--- src/rtl/shout_buzzer_drv.sv ---
// shout_buzzer_drv
//   Turns burst requests from the shout generator into a complementary piezo
//   drive carrying a warbling square-wave tone. Each burst lasts at least
//   MIN_ON cycles after the last shout rising edge and is followed by a
//   TAIL_CYC release tail. Continuous ON+TAIL time is capped at MAX_ON, after
//   which a COOL_CYC cooldown is forced.
//
// Ports
//   clk_in     in   clock
//   reset_n    in   asynchronous reset, active low
//   enable     in   1 = bursts allowed; 0 = abort to idle (cooldown still runs)
//   shout      in   burst request, same clock domain
//   buzz_p     out  piezo drive +, registered
//   buzz_n     out  piezo drive -, registered, never high together with buzz_p
//   active     out  high while a burst (ON or TAIL) is in progress
//   overheat   out  high during the forced cooldown
//   burst_cnt  out  bursts started from idle, wraps 255 -> 0
module shout_buzzer_drv #(
    parameter int unsigned HP_W     = 16,
    parameter int unsigned CNT_W    = 24,
    parameter int unsigned HP_START = 200,
    parameter int unsigned HP_END   = 100,
    parameter int unsigned HP_STEP  = 5,
    parameter int unsigned MIN_ON   = 4000,
    parameter int unsigned TAIL_CYC = 2000,
    parameter int unsigned MAX_ON   = 1000000,
    parameter int unsigned COOL_CYC = 500000
) (
    input  logic       clk_in,
    input  logic       reset_n,
    input  logic       enable,
    input  logic       shout,
    output logic       buzz_p,
    output logic       buzz_n,
    output logic       active,
    output logic       overheat,
    output logic [7:0] burst_cnt
);

    typedef enum logic [1:0] {
        S_IDLE,
        S_ON,
        S_TAIL,
        S_COOL
    } state_t;

    localparam logic [HP_W-1:0]  HP_HI      = HP_W'(HP_START);
    localparam logic [HP_W-1:0]  HP_LO      = HP_W'(HP_END);
    localparam logic [HP_W-1:0]  HP_STEP_N  = HP_W'(HP_STEP);
    localparam logic [HP_W-1:0]  HP_ONE     = HP_W'(1);
    localparam logic [HP_W:0]    HP_STEP_X  = (HP_W+1)'(HP_STEP);
    localparam logic [HP_W:0]    HP_HI_X    = (HP_W+1)'(HP_START);
    localparam logic [HP_W:0]    DOWN_CLAMP = (HP_W+1)'(HP_END + HP_STEP);
    localparam logic [CNT_W-1:0] CNT_ONE    = CNT_W'(1);
    localparam logic [CNT_W-1:0] MIN_LAST   = CNT_W'(MIN_ON - 1);
    localparam logic [CNT_W-1:0] TAIL_LAST  = CNT_W'(TAIL_CYC - 1);
    localparam logic [CNT_W-1:0] MAX_LAST   = CNT_W'(MAX_ON - 1);
    localparam logic [CNT_W-1:0] COOL_LAST  = CNT_W'(COOL_CYC - 1);

    state_t            state, state_nxt;
    logic              shout_q;
    logic              phase, phase_nxt;
    logic              dir_up, dir_up_nxt;
    logic [HP_W-1:0]   hp, hp_nxt;
    logic [HP_W-1:0]   hp_cnt, hp_cnt_nxt;
    logic [CNT_W-1:0]  min_cnt, min_cnt_nxt;
    logic [CNT_W-1:0]  tail_cnt, tail_cnt_nxt;
    logic [CNT_W-1:0]  on_time, on_time_nxt;
    logic [CNT_W-1:0]  cool_cnt, cool_cnt_nxt;
    logic [7:0]        burst_cnt_nxt;
    logic              rise;
    logic              tone_adv;
    logic              act_nxt;

    assign rise    = shout & ~shout_q;
    assign act_nxt = (state_nxt == S_ON) || (state_nxt == S_TAIL);

    always_ff @(posedge clk_in or negedge reset_n) begin
        if (!reset_n) begin
            state     <= S_IDLE;
            shout_q   <= 1'b0;
            phase     <= 1'b0;
            dir_up    <= 1'b0;
            hp        <= HP_HI;
            hp_cnt    <= '0;
            min_cnt   <= '0;
            tail_cnt  <= '0;
            on_time   <= '0;
            cool_cnt  <= '0;
            burst_cnt <= '0;
            buzz_p    <= 1'b0;
            buzz_n    <= 1'b0;
            active    <= 1'b0;
            overheat  <= 1'b0;
        end else begin
            state     <= state_nxt;
            shout_q   <= shout;
            phase     <= phase_nxt;
            dir_up    <= dir_up_nxt;
            hp        <= hp_nxt;
            hp_cnt    <= hp_cnt_nxt;
            min_cnt   <= min_cnt_nxt;
            tail_cnt  <= tail_cnt_nxt;
            on_time   <= on_time_nxt;
            cool_cnt  <= cool_cnt_nxt;
            burst_cnt <= burst_cnt_nxt;
            // Outputs are registered from next-state values so the pads
            // follow the state with no extra cycle of latency.
            buzz_p    <= phase_nxt & act_nxt;
            buzz_n    <= ~phase_nxt & act_nxt;
            active    <= act_nxt;
            overheat  <= (state_nxt == S_COOL);
        end
    end

    always_comb begin
        state_nxt     = state;
        phase_nxt     = phase;
        dir_up_nxt    = dir_up;
        hp_nxt        = hp;
        hp_cnt_nxt    = hp_cnt;
        min_cnt_nxt   = min_cnt;
        tail_cnt_nxt  = tail_cnt;
        on_time_nxt   = on_time;
        cool_cnt_nxt  = cool_cnt;
        burst_cnt_nxt = burst_cnt;
        tone_adv      = 1'b0;

        case (state)
            S_COOL: begin
                if (cool_cnt == COOL_LAST) begin
                    state_nxt = S_IDLE;
                end else begin
                    cool_cnt_nxt = cool_cnt + CNT_ONE;
                end
            end

            S_IDLE: begin
                if (rise && enable) begin
                    state_nxt     = S_ON;
                    phase_nxt     = 1'b1;
                    hp_nxt        = HP_HI;
                    dir_up_nxt    = 1'b0;
                    hp_cnt_nxt    = '0;
                    min_cnt_nxt   = '0;
                    on_time_nxt   = '0;
                    burst_cnt_nxt = burst_cnt + 8'd1;
                end
            end

            S_ON, S_TAIL: begin
                if (!enable) begin
                    state_nxt = S_IDLE;
                end else if (on_time == MAX_LAST) begin
                    state_nxt    = S_COOL;
                    cool_cnt_nxt = '0;
                end else begin
                    on_time_nxt = on_time + CNT_ONE;
                    tone_adv    = 1'b1;
                    if (rise) begin
                        state_nxt   = S_ON;
                        min_cnt_nxt = '0;
                    end else if (state == S_ON) begin
                        // min_cnt holds the ON cycles already completed, so
                        // reaching MIN_LAST here means MIN_ON cycles at this edge;
                        // it saturates there while shout is held.
                        if (!shout && (min_cnt == MIN_LAST)) begin
                            state_nxt    = S_TAIL;
                            tail_cnt_nxt = '0;
                        end else if (min_cnt != MIN_LAST) begin
                            min_cnt_nxt = min_cnt + CNT_ONE;
                        end
                    end else begin
                        if (tail_cnt == TAIL_LAST) begin
                            state_nxt = S_IDLE;
                        end else begin
                            tail_cnt_nxt = tail_cnt + CNT_ONE;
                        end
                    end
                end
            end

            default: state_nxt = S_IDLE;
        endcase

        if (tone_adv) begin
            if (hp_cnt == hp - HP_ONE) begin
                hp_cnt_nxt = '0;
                phase_nxt  = ~phase;
                // A 0->1 toggle completes a full period: step the warble.
                if (!phase) begin
                    if (!dir_up) begin
                        if ({1'b0, hp} <= DOWN_CLAMP) begin
                            hp_nxt     = HP_LO;
                            dir_up_nxt = 1'b1;
                        end else begin
                            hp_nxt = hp - HP_STEP_N;
                        end
                    end else begin
                        if (({1'b0, hp} + HP_STEP_X) >= HP_HI_X) begin
                            hp_nxt     = HP_HI;
                            dir_up_nxt = 1'b0;
                        end else begin
                            hp_nxt = hp + HP_STEP_N;
                        end
                    end
                end
            end else begin
                hp_cnt_nxt = hp_cnt + HP_ONE;
            end
        end
    end

endmodule
--- config.mk ---
export PLATFORM = sky130hd
export DESIGN_NAME = shout_buzzer_drv
export DESIGN_NICKNAME = d
export VERILOG_FILES = /design/src/rtl/shout_buzzer_drv.sv
export SDC_FILE = /design/constraint.sdc
export NUM_CORES = 1
export LEC_CHECK = 0
export ABC_CLOCK_PERIOD_IN_PS = 5300
export CORE_ASPECT_RATIO = 0.75
export CORE_MARGIN = 2
export CORE_UTILIZATION = 68
export DETAILED_ROUTE_END_ITERATION = 7
export GPL_TIMING_DRIVEN = 0
export PLACE_DENSITY = 0.86
export SLEW_MARGIN = 20
export SYNTH_ARGS = -nofsm -noshare
export SYNTH_HDL_FRONTEND = slang
export SYNTH_SLANG_ARGS = --single-unit
--- constraint.sdc ---
create_clock -name clk_in -period 5.3 [get_ports clk_in]
set_input_delay 0.795 -clock clk_in [delete_from_list [all_inputs] [get_ports clk_in]]
set_output_delay 0.795 -clock clk_in [all_outputs]
set_load 0.005 [all_outputs]
**Word level (Yosys, flattened, before mapping)**

Index checks and enable logic that the tools add are counted.

- Register bits: 145
- Output and inout port bits: 12

- $add $sub $neg: 10
- $lt $le $gt $ge: 2
- Reductions and logical operators: 16
- Bitwise gates (word level): 8
- Equal/unequal tests: 22
- Mux-type cells: 54

Operators by type and width:

| cell | number |
|---|---|
| $mux W24 | 15 |
| $mux W16 | 12 |
| $pmux W24 S2 | 3 |
| $add A24 B1 Y24 const B | 4 |
| $eq A24 B11 Y1 const B | 1 |
| $eq A24 B12 Y1 const B | 1 |
| $eq A24 B19 Y1 const B | 1 |
| $eq A24 B20 Y1 const B | 1 |
| $ne A24 B12 Y1 const B | 1 |
| $add A16 B3 Y17 const B | 1 |
| $ge A17 B8 Y1 const B | 1 |
| $add A16 B1 Y16 const B | 1 |
| $add A16 B3 Y16 const B | 1 |
| $eq A16 B16 Y1 | 1 |
| $le A16 B7 Y1 const B | 1 |
| $mux W2 | 8 |
| $sub A16 B1 Y16 const B | 1 |
| $sub A16 B3 Y16 const B | 1 |
| $mux W1 | 15 |
| $ne A2 B2 Y1 const B | 6 |
| $ne A3 B3 Y1 const B | 3 |
| $add A8 B1 Y8 const B | 1 |
| $eq A2 B2 Y1 const B | 4 |
| $reduce_and A4 Y1 | 2 |
| other kinds (14) | 26 |

**Logic depth before layout (Yosys ltp)**

Gate-level depths: netlist (run 1).

- Word-level depth: 11
- Mapped depth: 13

**Worst setup path before layout (run 1)**

OpenSTA, ideal clock, no wires.

- Path type: register -> register
- Start point: register hp[0]
- End point: register hp[10]
- Data required time: 5.218 ns
- Stages on the path, launching flop included: 13
- Arrival: 2.783 ns
- Clock period less this slack: 2.865 ns
- Setup slack: 2.435 ns
- Cells stage by stage: dfrtp_1 > buf_2 > inv_1 > ha_1 > xnor2_1 > nor2_1 > nand4_1 > nor3_1 > nand4_2 > or4_1 > clkbuf_1 > or3_1 > a31oi_1

- Longest elaborated chain between the ends: 7
- Elaborated cells between the ends (all ways): 13

RTL lines:

| element | line | source |
|---|---|---|
| start, declared | 64 | `logic [HP_W-1:0] hp, hp_nxt;` |
| start signal, assigned | 100 | `hp <= hp_nxt;` |
| $add A16 B3 Y17 | 200 | `if (({1'b0, hp} + HP_STEP_X) >= HP_HI_X) begin` |
| $ge A17 B8 Y1 | 200 |  |
| $mux W16 | 200 |  |
| $mux W16 | 192 | `if (!dir_up) begin` |
| $mux W16 | 191 | `if (!phase) begin` |
| $mux W16 (*) | 187 | `if (hp_cnt == hp - HP_ONE) begin` |
| $mux W16 (*) | 186 | `if (tone_adv) begin` |
| named net hp_nxt[10] | 64 |  |

The timed path passes the listed nets; every way through them passes the cells marked *.
A chain may end at the register's enable or synchronous reset.

**Worst setup path after layout (run 1)**

- Start point: register hp[0]
- End point: register hp_cnt[1]

- Longest elaborated chain between the ends: 4

RTL lines:

| element | line | source |
|---|---|---|
| $sub A16 B1 Y16 | 187 |  |
| $eq A16 B16 Y1 | 187 |  |
| $mux W16 | 187 |  |
| $mux W16 | 186 |  |
| end signal, assigned | 101 | `hp_cnt <= hp_cnt_nxt;` |
| end, declared | 65 | `logic [HP_W-1:0] hp_cnt, hp_cnt_nxt;` |

Every way passes these cells.

==> reports/qor_table.md, run 1 <==
| Result | Reported | Unit |
| --- | --- | --- |
| Status | completed | - |
| Buffers inserted by post-CTS timing repair | 0 | - |
| Worst vdd rail ir drop | 0.000239 | V |
| Antenna Violating Nets Remaining | 0 | - |
| CP Max Fanout | 10 | - |
| Worst setup EP type | register | - |
| Commonest non-fill, non-tap cell in the layout | sky130_fd_sc_hd__dfrtp_1 | - |
| Syn nets | 984 | - |
| Std cell rows | 35 | - |
| Detailed Route Iter0 Violations | 819 | - |
| Number of clock sinks | 145 | - |
| Number of synthesized flops with an enable pin | 0 | - |
| CTS resizes | 0 | - |
| Global-route wire length before repair | 35200 | microns |
| Die boundary height | 102 | microns |
| Headroom to the max-slew limit | 41.2 | % |
| Worst path required time | 5.61 | ns |
| Final total power | 2.44 | mW |
| Full die area | 13600 | sq um |
| P per Cell Area | 253 | nW/um^2 |
| Hold Buf Count CTS | 0 | - |
| Count of placed standard cells in the final layout, fillers left out | 1179 | - |
| Critical R2R Capture | hp_cnt[1] | - |
| Asr flop ratio synth | 100 | % |
| Number of diodes | 0 | - |
| Horiz. Die Dim | 134 | microns |
| Launching instance or port of the critical path | hp[0] | - |
| Highest-count cells in the layout ignoring fill and taps | sky130_fd_sc_hd__dfrtp_1, sky130_fd_sc_hd__nor2_1, sky130_fd_sc_hd__nand2_1, sky130_fd_sc_hd__xor2_1, sky130_fd_sc_hd__o21ai_0 | - |
| Count of unique library cells instantiated by Yosys | 75 | - |
| Slew Limit Fails | 0 | - |
| CORE AREA | 12300 | sq um |
| Proportion of synthesized chip area in sequential cells | 42.1 | % |
| H-tree depth reported by CTS | 4 | - |
| Leakage power | 4.22 | nW |
| Total vias in the final route | 7669 | - |
| Initial Util | 69.9 | % |
| Pin slew with the least headroom to its limit | 0.881 | ns |
| Source-to-sink clock delay at the later pin of the worst-skew pair | 0.42 | ns |
| Number of optimization iterations in the first detailed-route pass | 7 | - |
| Min Clock Period, post-route | 3.58 | ns |
| Crit Reg-Reg Startpoint | hp[0] | - |
| TritonCTS clock tree | built | - |
| Growth of design area from synthesis to finish | 11.8 | % |
| Share of final-layout standard cells stronger than drive strength 1 | 6.81 | % |
| Final sum of negative setup slack | 0 | ns |
| Combined area of all synthesized cells | 8630 | sq um |
| Synthesized instance count | 967 | - |
| Number of buffers added by the clock tree synthesis step | 17 | - |
| Number of antenna violations at the first check in global routing | 0 | - |
| Avg Synthesized Cell Area | 8.92 | sq um |
| FF-to-FF setup slack | 1.72 | ns |
| Detailed-route wire length per cell | 17.9 | microns |
| Share of the core filled with cells | 78.1 | % |
| Clock transition at the registers of the reported paths | 0.06 | ns |
| FF+latch count, synth | 145 | - |
| Residual DRC count | 0 | - |
| Grt ovf | 0 | - |
| Highest clock rate | 0.280 | GHz |
| Number of nets at the end of the flow | 1018 | - |
| Post-detailed-routing wire length | 21100 | microns |
| Tightest Hold Check Type | primary input to asynchronous set/reset pin | - |
| Post-route cell area | 9650 | sq um |
| Number of primary I/O pins | 16 | - |
| Buffers added on ports | 14 | - |
| All-Layer GR Usage | 32.3 | % |
| Part of the cycle the worst path needs | 67.5 | % |
| Placed Cells | 1148 | - |
| Largest buffer count on any clock path | 2 | - |
| Maximum number of pins on one net before global-route repair | 77 | - |
| Depth of the worst register-to-register path | 12 | - |
| Ys flop type | sky130_fd_sc_hd__dfrtp_1 | - |
| # Max-Cap Violations | 0 | - |
| Total number of yosys warnings | 0 | - |
| Final Hold Viols | 0 | - |
| Clk_skew | 0.00912 | ns |
| Last weighted congestion value of the routability-driven placer | 0.931 | - |
| Vias in the first global route | 7216 | - |
| Post-detail-place hpwl | 14000 | microns |
| Number of failing setup endpoints in the final timing report | 0 | - |
| Area of placed instances | 9010 | sq um |
| Data arrival time of the critical path | 3.89 | ns |
| Clock root cell | sky130_fd_sc_hd__clkbuf_16 | - |
| Class of the most critical setup path | register to register | - |
| Unrepaired setup endpoints after global routing | no | - |
| Setup crit start kind | register | - |
| Average via count per standard cell | 6.50 | - |
[area by class of cell]
cell class / count / area, sq um
Inverter: 26 / 97.6
Clock buffer: 17 / 425
Buffer: 49 / 215
Clock inverter: 14 / 205
Sequential cell: 145 / 3630
Tap cell: 166 / 208
Multi-Input combinational cell: 747 / 4690
Timing Repair Buffer: 15 / 173
Fill cell: 824 / 2700
[through the flow]
step                      worst slack, ns  hold WS, ns
final                                1.72        0.316
after global routing                 1.48        0.350
after CTS                            1.82        0.344
after detailed placement             1.86        0.465
after global placement              -2.32        0.461
after floorplan                      2.44        0.457
[cell families (layout without fill, tap and decap cells)]
| family | after synthesis | count (layout) | share of synthesized area [%] |
|---|---|---|---|
| AO/OA/AOI/OAI | 176 | 176 | 13.3 |
| XOR/XNOR | 105 | 105 | 10.7 |
| adder cells (fa/ha/maj) | 13 | 13 | 1.89 |
| buffers and inverters | 75 | 121 | 3.63 |
| flip-flops | 145 | 145 | 42.1 |
| multiplexers | 9 | 9 | 1.06 |
| AND/OR/NAND/NOR | 444 | 444 | 27.3 |
[power breakdown]
| group | switching, mW | total [mW] | internal, mW | leakage [nW] |
|---|---|---|---|---|
| sequential | 0.000181 | 1.11 | 1.11 | 1.92 |
| combinational | 0.0239 | 0.0287 | 0.00477 | 2.01 |
| clock | 0.508 | 1.30 | 0.794 | 0.294 |
[how the worst max path moves through the flow]
stage                      end  slack [ns]  cells after the start
floorplan               hp[10]        2.44                     12
global placement    hp_cnt[12]       -2.32                      1
detailed placement   hp_cnt[1]        1.86                     12
CTS                  hp_cnt[1]        1.82                     12
global route         hp_cnt[9]        1.48                     12
finish               hp_cnt[1]        1.72                     12
[flip-flops by register name (all words and copies together) (netlist names)]
register / count
hp: 16
tail_cnt: 24
on_time: 24
shout_q: 1
min_cnt: 24
cool_cnt: 24
overheat: 1
burst_cnt: 8
state: 2
buzz_n: 1
active: 1
hp_cnt: 16
dir_up: 1
buzz_p: 1
phase: 1
[worst max-delay path: stages (launching register included)]
cell and delay (ns):
sky130_fd_sc_hd__dfrtp_1 0.46, sky130_fd_sc_hd__buf_2 0.32, sky130_fd_sc_hd__inv_1 0.12, sky130_fd_sc_hd__ha_1 0.38, sky130_fd_sc_hd__xnor2_1 0.15, sky130_fd_sc_hd__nor2_1 0.11, sky130_fd_sc_hd__nand4_1 0.11, sky130_fd_sc_hd__nor3_1 0.28
sky130_fd_sc_hd__nand4_2 0.21, sky130_fd_sc_hd__o21ai_1 0.57, sky130_fd_sc_hd__clkbuf_1 0.43, sky130_fd_sc_hd__inv_1 0.08, sky130_fd_sc_hd__a22o_1 0.24
[Yosys cell counts (4+ instances only)]
library cell	number	share of area, %
sky130_fd_sc_hd__buf_2	13	0.75
sky130_fd_sc_hd__nand3_1	52	3.0
sky130_fd_sc_hd__a311oi_1	4	0.41
sky130_fd_sc_hd__nor4_1	19	1.4
sky130_fd_sc_hd__ha_1	13	1.9
sky130_fd_sc_hd__inv_1	26	1.1
sky130_fd_sc_hd__xnor2_1	46	4.7
sky130_fd_sc_hd__nor2_1	111	4.8
sky130_fd_sc_hd__a31oi_1	12	0.87
sky130_fd_sc_hd__and2_1	10	0.73
sky130_fd_sc_hd__mux2i_1	8	0.93
sky130_fd_sc_hd__or3_1	19	1.4
sky130_fd_sc_hd__clkbuf_1	32	1.4
sky130_fd_sc_hd__and4_1	6	0.61
sky130_fd_sc_hd__o31ai_1	4	0.35
sky130_fd_sc_hd__a21o_1	13	1.1
sky130_fd_sc_hd__nor3_1	24	1.4
sky130_fd_sc_hd__nand2_1	83	3.6
sky130_fd_sc_hd__a22o_1	4	0.41
sky130_fd_sc_hd__nor2b_1	9	0.65
sky130_fd_sc_hd__and3_1	35	2.5
sky130_fd_sc_hd__o21ai_1	8	0.46
sky130_fd_sc_hd__nand4_1	34	2.5
sky130_fd_sc_hd__o22ai_1	5	0.36
sky130_fd_sc_hd__a211o_1	7	0.71
sky130_fd_sc_hd__xor2_1	58	5.9
sky130_fd_sc_hd__a211oi_1	5	0.44
sky130_fd_sc_hd__nor3b_1	13	1.1
sky130_fd_sc_hd__dfrtp_1	142	41
sky130_fd_sc_hd__o21ai_0	57	3.3
sky130_fd_sc_hd__a21oi_1	30	1.7
[routing by layer]
layer  vias to the layer above  part of all wire [%]  track usage (%)
met5                         -                     0                0
met4                         0                   2.0             10.9
met3                        53                   8.1             6.01
met2                       394                    44             48.7
met1                      3686                    46             47.7
li1                       3536                     -                -
Power figures use the tool's default switching activity.
==> run 2, diff against run 1 <==
ABC_CLOCK_PERIOD_IN_PS = 3400   (was 5300)
CORE_UTILIZATION = 63   (was 68)
PLACE_DENSITY = 0.8   (was 0.86)
clock period = 3.4 ns   (was 5.3 ns; I/O delays follow)
==> run 2 against run 1 <==
  * Clock power increased by 41%
  * Power increased by 48%
  * Register-to-register slack got worse by 1.6 ns
  * Critical path depth decreased by 4
  * Maximum frequency increased by 8.3%
  * Global-route usage decreased by 4.1 points
  * Count of clock-buffer cells in the layout increased by 7
  * First-iteration DRC count increased by 9.9%
  * Highest routed layer unchanged
  * Largest cell class unchanged
==> reports/qor_table.md, run 2 (synthesis results as in run 1) <==
| Result | Reported | Unit |
| --- | --- | --- |
| Status | completed | - |
| Maximum number of pins on one net before global-route repair | 102 | - |
| Final Hold Viols | 0 | - |
| Switching share of total power | 21.4 | % |
| All-Layer GR Usage | 28.2 | % |
| Headroom to the max-slew limit | 38.4 | % |
| Last weighted congestion value of the routability-driven placer | 0.926 | - |
| Share of final-layout standard cells stronger than drive strength 1 | 7.97 | % |
| CP peak stage delay | 0.76 | ns |
| TritonCTS clock tree | built | - |
| Initial Util | 65.4 | % |
| Growth of design area from synthesis to finish | 12.3 | % |
| Average via count per standard cell | 6.25 | - |
| CP Max Fanout | 10 | - |
| CORE AREA | 13200 | sq um |
| Worst vdd rail ir drop | 0.000408 | V |
| Post-detailed-routing wire length | 20300 | microns |
| Number of nets at the end of the flow | 1020 | - |
| Clock transition at the registers of the reported paths | 0.06 | ns |
| Data arrival time of the critical path | 3.65 | ns |
| Net switching power figure | 771 | uW |
| Highest clock rate | 0.303 | GHz |
| Worst setup EP type | register | - |
| Min Clock Period, post-route | 3.30 | ns |
| Full die area | 14700 | sq um |
| Class of the most critical setup path | register to register | - |
| Number of failing setup endpoints in the final timing report | 0 | - |
| Combined flip-flop and latch cell area | 3630 | sq um |
| Cell breakdown of the critical path | buf_2 > clkbuf_1 > a21oi_1 > o2111ai_1 > nand2_1 > clkbuf_1 > or3_1 > a31oi_2 | - |
| Number of primary I/O pins | 16 | - |
| Std cell rows | 36 | - |
| Fraction of power consumed by combinational cells | 1.3 | % |
| Final total power | 3.61 | mW |
| Number of buffers added by the clock tree synthesis step | 17 | - |
| Leakage power | 4.22 | nW |
| P per Cell Area | 372 | nW/um^2 |
| Detailed-route wire length per cell | 17.1 | microns |
| Grt ovf | 0 | - |
| Global-route wire length before repair | 33400 | microns |
| CP delay by family, top | compound AO/OA/AOI/OAI gates | - |
| Slew Limit Fails | 0 | - |
| Buffers plus inverters on the worst setup path | 3 | - |
| Clock root cell | sky130_fd_sc_hd__clkbuf_16 | - |
| Pin slew with the least headroom to its limit | 0.924 | ns |
| Buffers added on ports | 14 | - |
| Number of diodes | 0 | - |
| Worst path required time | 3.75 | ns |
| Area of the multi-input gates | 4750 | sq um |
| Commonest non-fill, non-tap cell in the layout | sky130_fd_sc_hd__dfrtp_1 | - |
| Library cell appearing most often on the critical path | sky130_fd_sc_hd__clkbuf_1 | - |
| H-tree depth reported by CTS | 4 | - |
| Detailed Route Iter0 Violations | 900 | - |
| Largest buffer count on any clock path | 2 | - |
| Horiz. Die Dim | 139 | microns |
| Highest-count cells in the layout ignoring fill and taps | sky130_fd_sc_hd__dfrtp_1, sky130_fd_sc_hd__nor2_1, sky130_fd_sc_hd__nand2_1, sky130_fd_sc_hd__xor2_1, sky130_fd_sc_hd__o21ai_0 | - |
| Total vias in the final route | 7419 | - |
| Antenna Violating Nets Remaining | 0 | - |
| Die boundary height | 105 | microns |
| Tightest Hold Check Type | register to register | - |
| Cell-internal power | 2.84 | mW |
| Reg power frac | 47.9 | % |
| Number of inserted filler cells in the final layout | 948 | - |
| Number of clock sinks | 145 | - |
| Part of the cycle the worst path needs | 97.1 | % |
| Final sum of negative setup slack | 0 | ns |
| Clk_skew | 0.00969 | ns |
| Vias in the first global route | 6583 | - |
| Number of antenna violations at the first check in global routing | 0 | - |
| Source-to-sink clock delay at the later pin of the worst-skew pair | 0.44 | ns |
| Post-detail-place hpwl | 13700 | microns |
| Clock share of power | 50.8 | % |
| Residual DRC count | 0 | - |
| # Max-Cap Violations | 0 | - |
| Slowest-stage cell, CP | sky130_fd_sc_hd__o2111ai_1 | - |
| Setup crit start kind | register | - |
| Number of optimization iterations in the first detailed-route pass | 5 | - |
==> run 2: worst paths after layout <==
check                              from      endpoint  slack, ns  cells past startpoint
min in group asynchronous       reset_n   min_cnt[23]       0.55                      2
min reg2reg                burst_cnt[7]  burst_cnt[7]       0.47                      1
max reg2reg                       hp[3]        hp[10]        0.1                      8
max                               hp[3]        hp[10]        0.1                      8
min                        burst_cnt[7]  burst_cnt[7]       0.47                      1
max in group asynchronous       reset_n  tail_cnt[22]       2.01                      3
==> run 2: stage by stage <==
stage          util [%]  worst slack, ns  hold slack, ns  cell area [sq um]  cells
3_3_place_gp       68.1            -3.92           0.462               8980   1152
3_5_place_dp       68.3          -0.0296           0.426               9010   1153
6_report           73.4           0.0972           0.466               9690   1187
2_1_floorplan         -            0.535           0.214               8630    967
4_1_cts            72.9           0.0441           0.474               9630   1186
5_1_grt            73.4         -0.00886           0.507               9690   1187
==> run 2: cell type report <==
cell class	count	share of cell area (%)
Multi-Input combinational cell	747	49.1
Sequential cell	145	37.5
Clock buffer	24	5.18
Buffer	49	2.29
Tap cell	171	2.21
Timing Repair Buffer	17	1.96
Inverter	26	1.01
Clock inverter	8	0.788
==> run 2: layer usage <==
metal  track usage (%)  up-vias  routed length, microns
met5                 0        -                       0
met4              9.52        0                     354
met3              6.27       36                    1630
met2              39.7      338                    8560
met1              43.1     3521                    9710
li1                  -     3524                       -
==> run 2: power by group through the flow <==
stage                     sequential [mW]  clock (mW)  combinational [mW]
after floorplan                      1.76           0             0.00428
after global placement               1.76           0              0.0424
after detailed placement             1.76           0              0.0476
after CTS                            1.73        1.85              0.0488
after global routing                 1.73        1.93              0.0544
final                                1.73        1.83              0.0461
==> run 2: repair_timing <==
item / in CTS / in global routing
buffers inserted: 0 / 1
setup endpoints to repair: 9 / 33
hold buffers: 1 / 0
pin swaps: 0 / 2
hold endpoints to repair: 44 / 0
resized for setup: 3 / 15
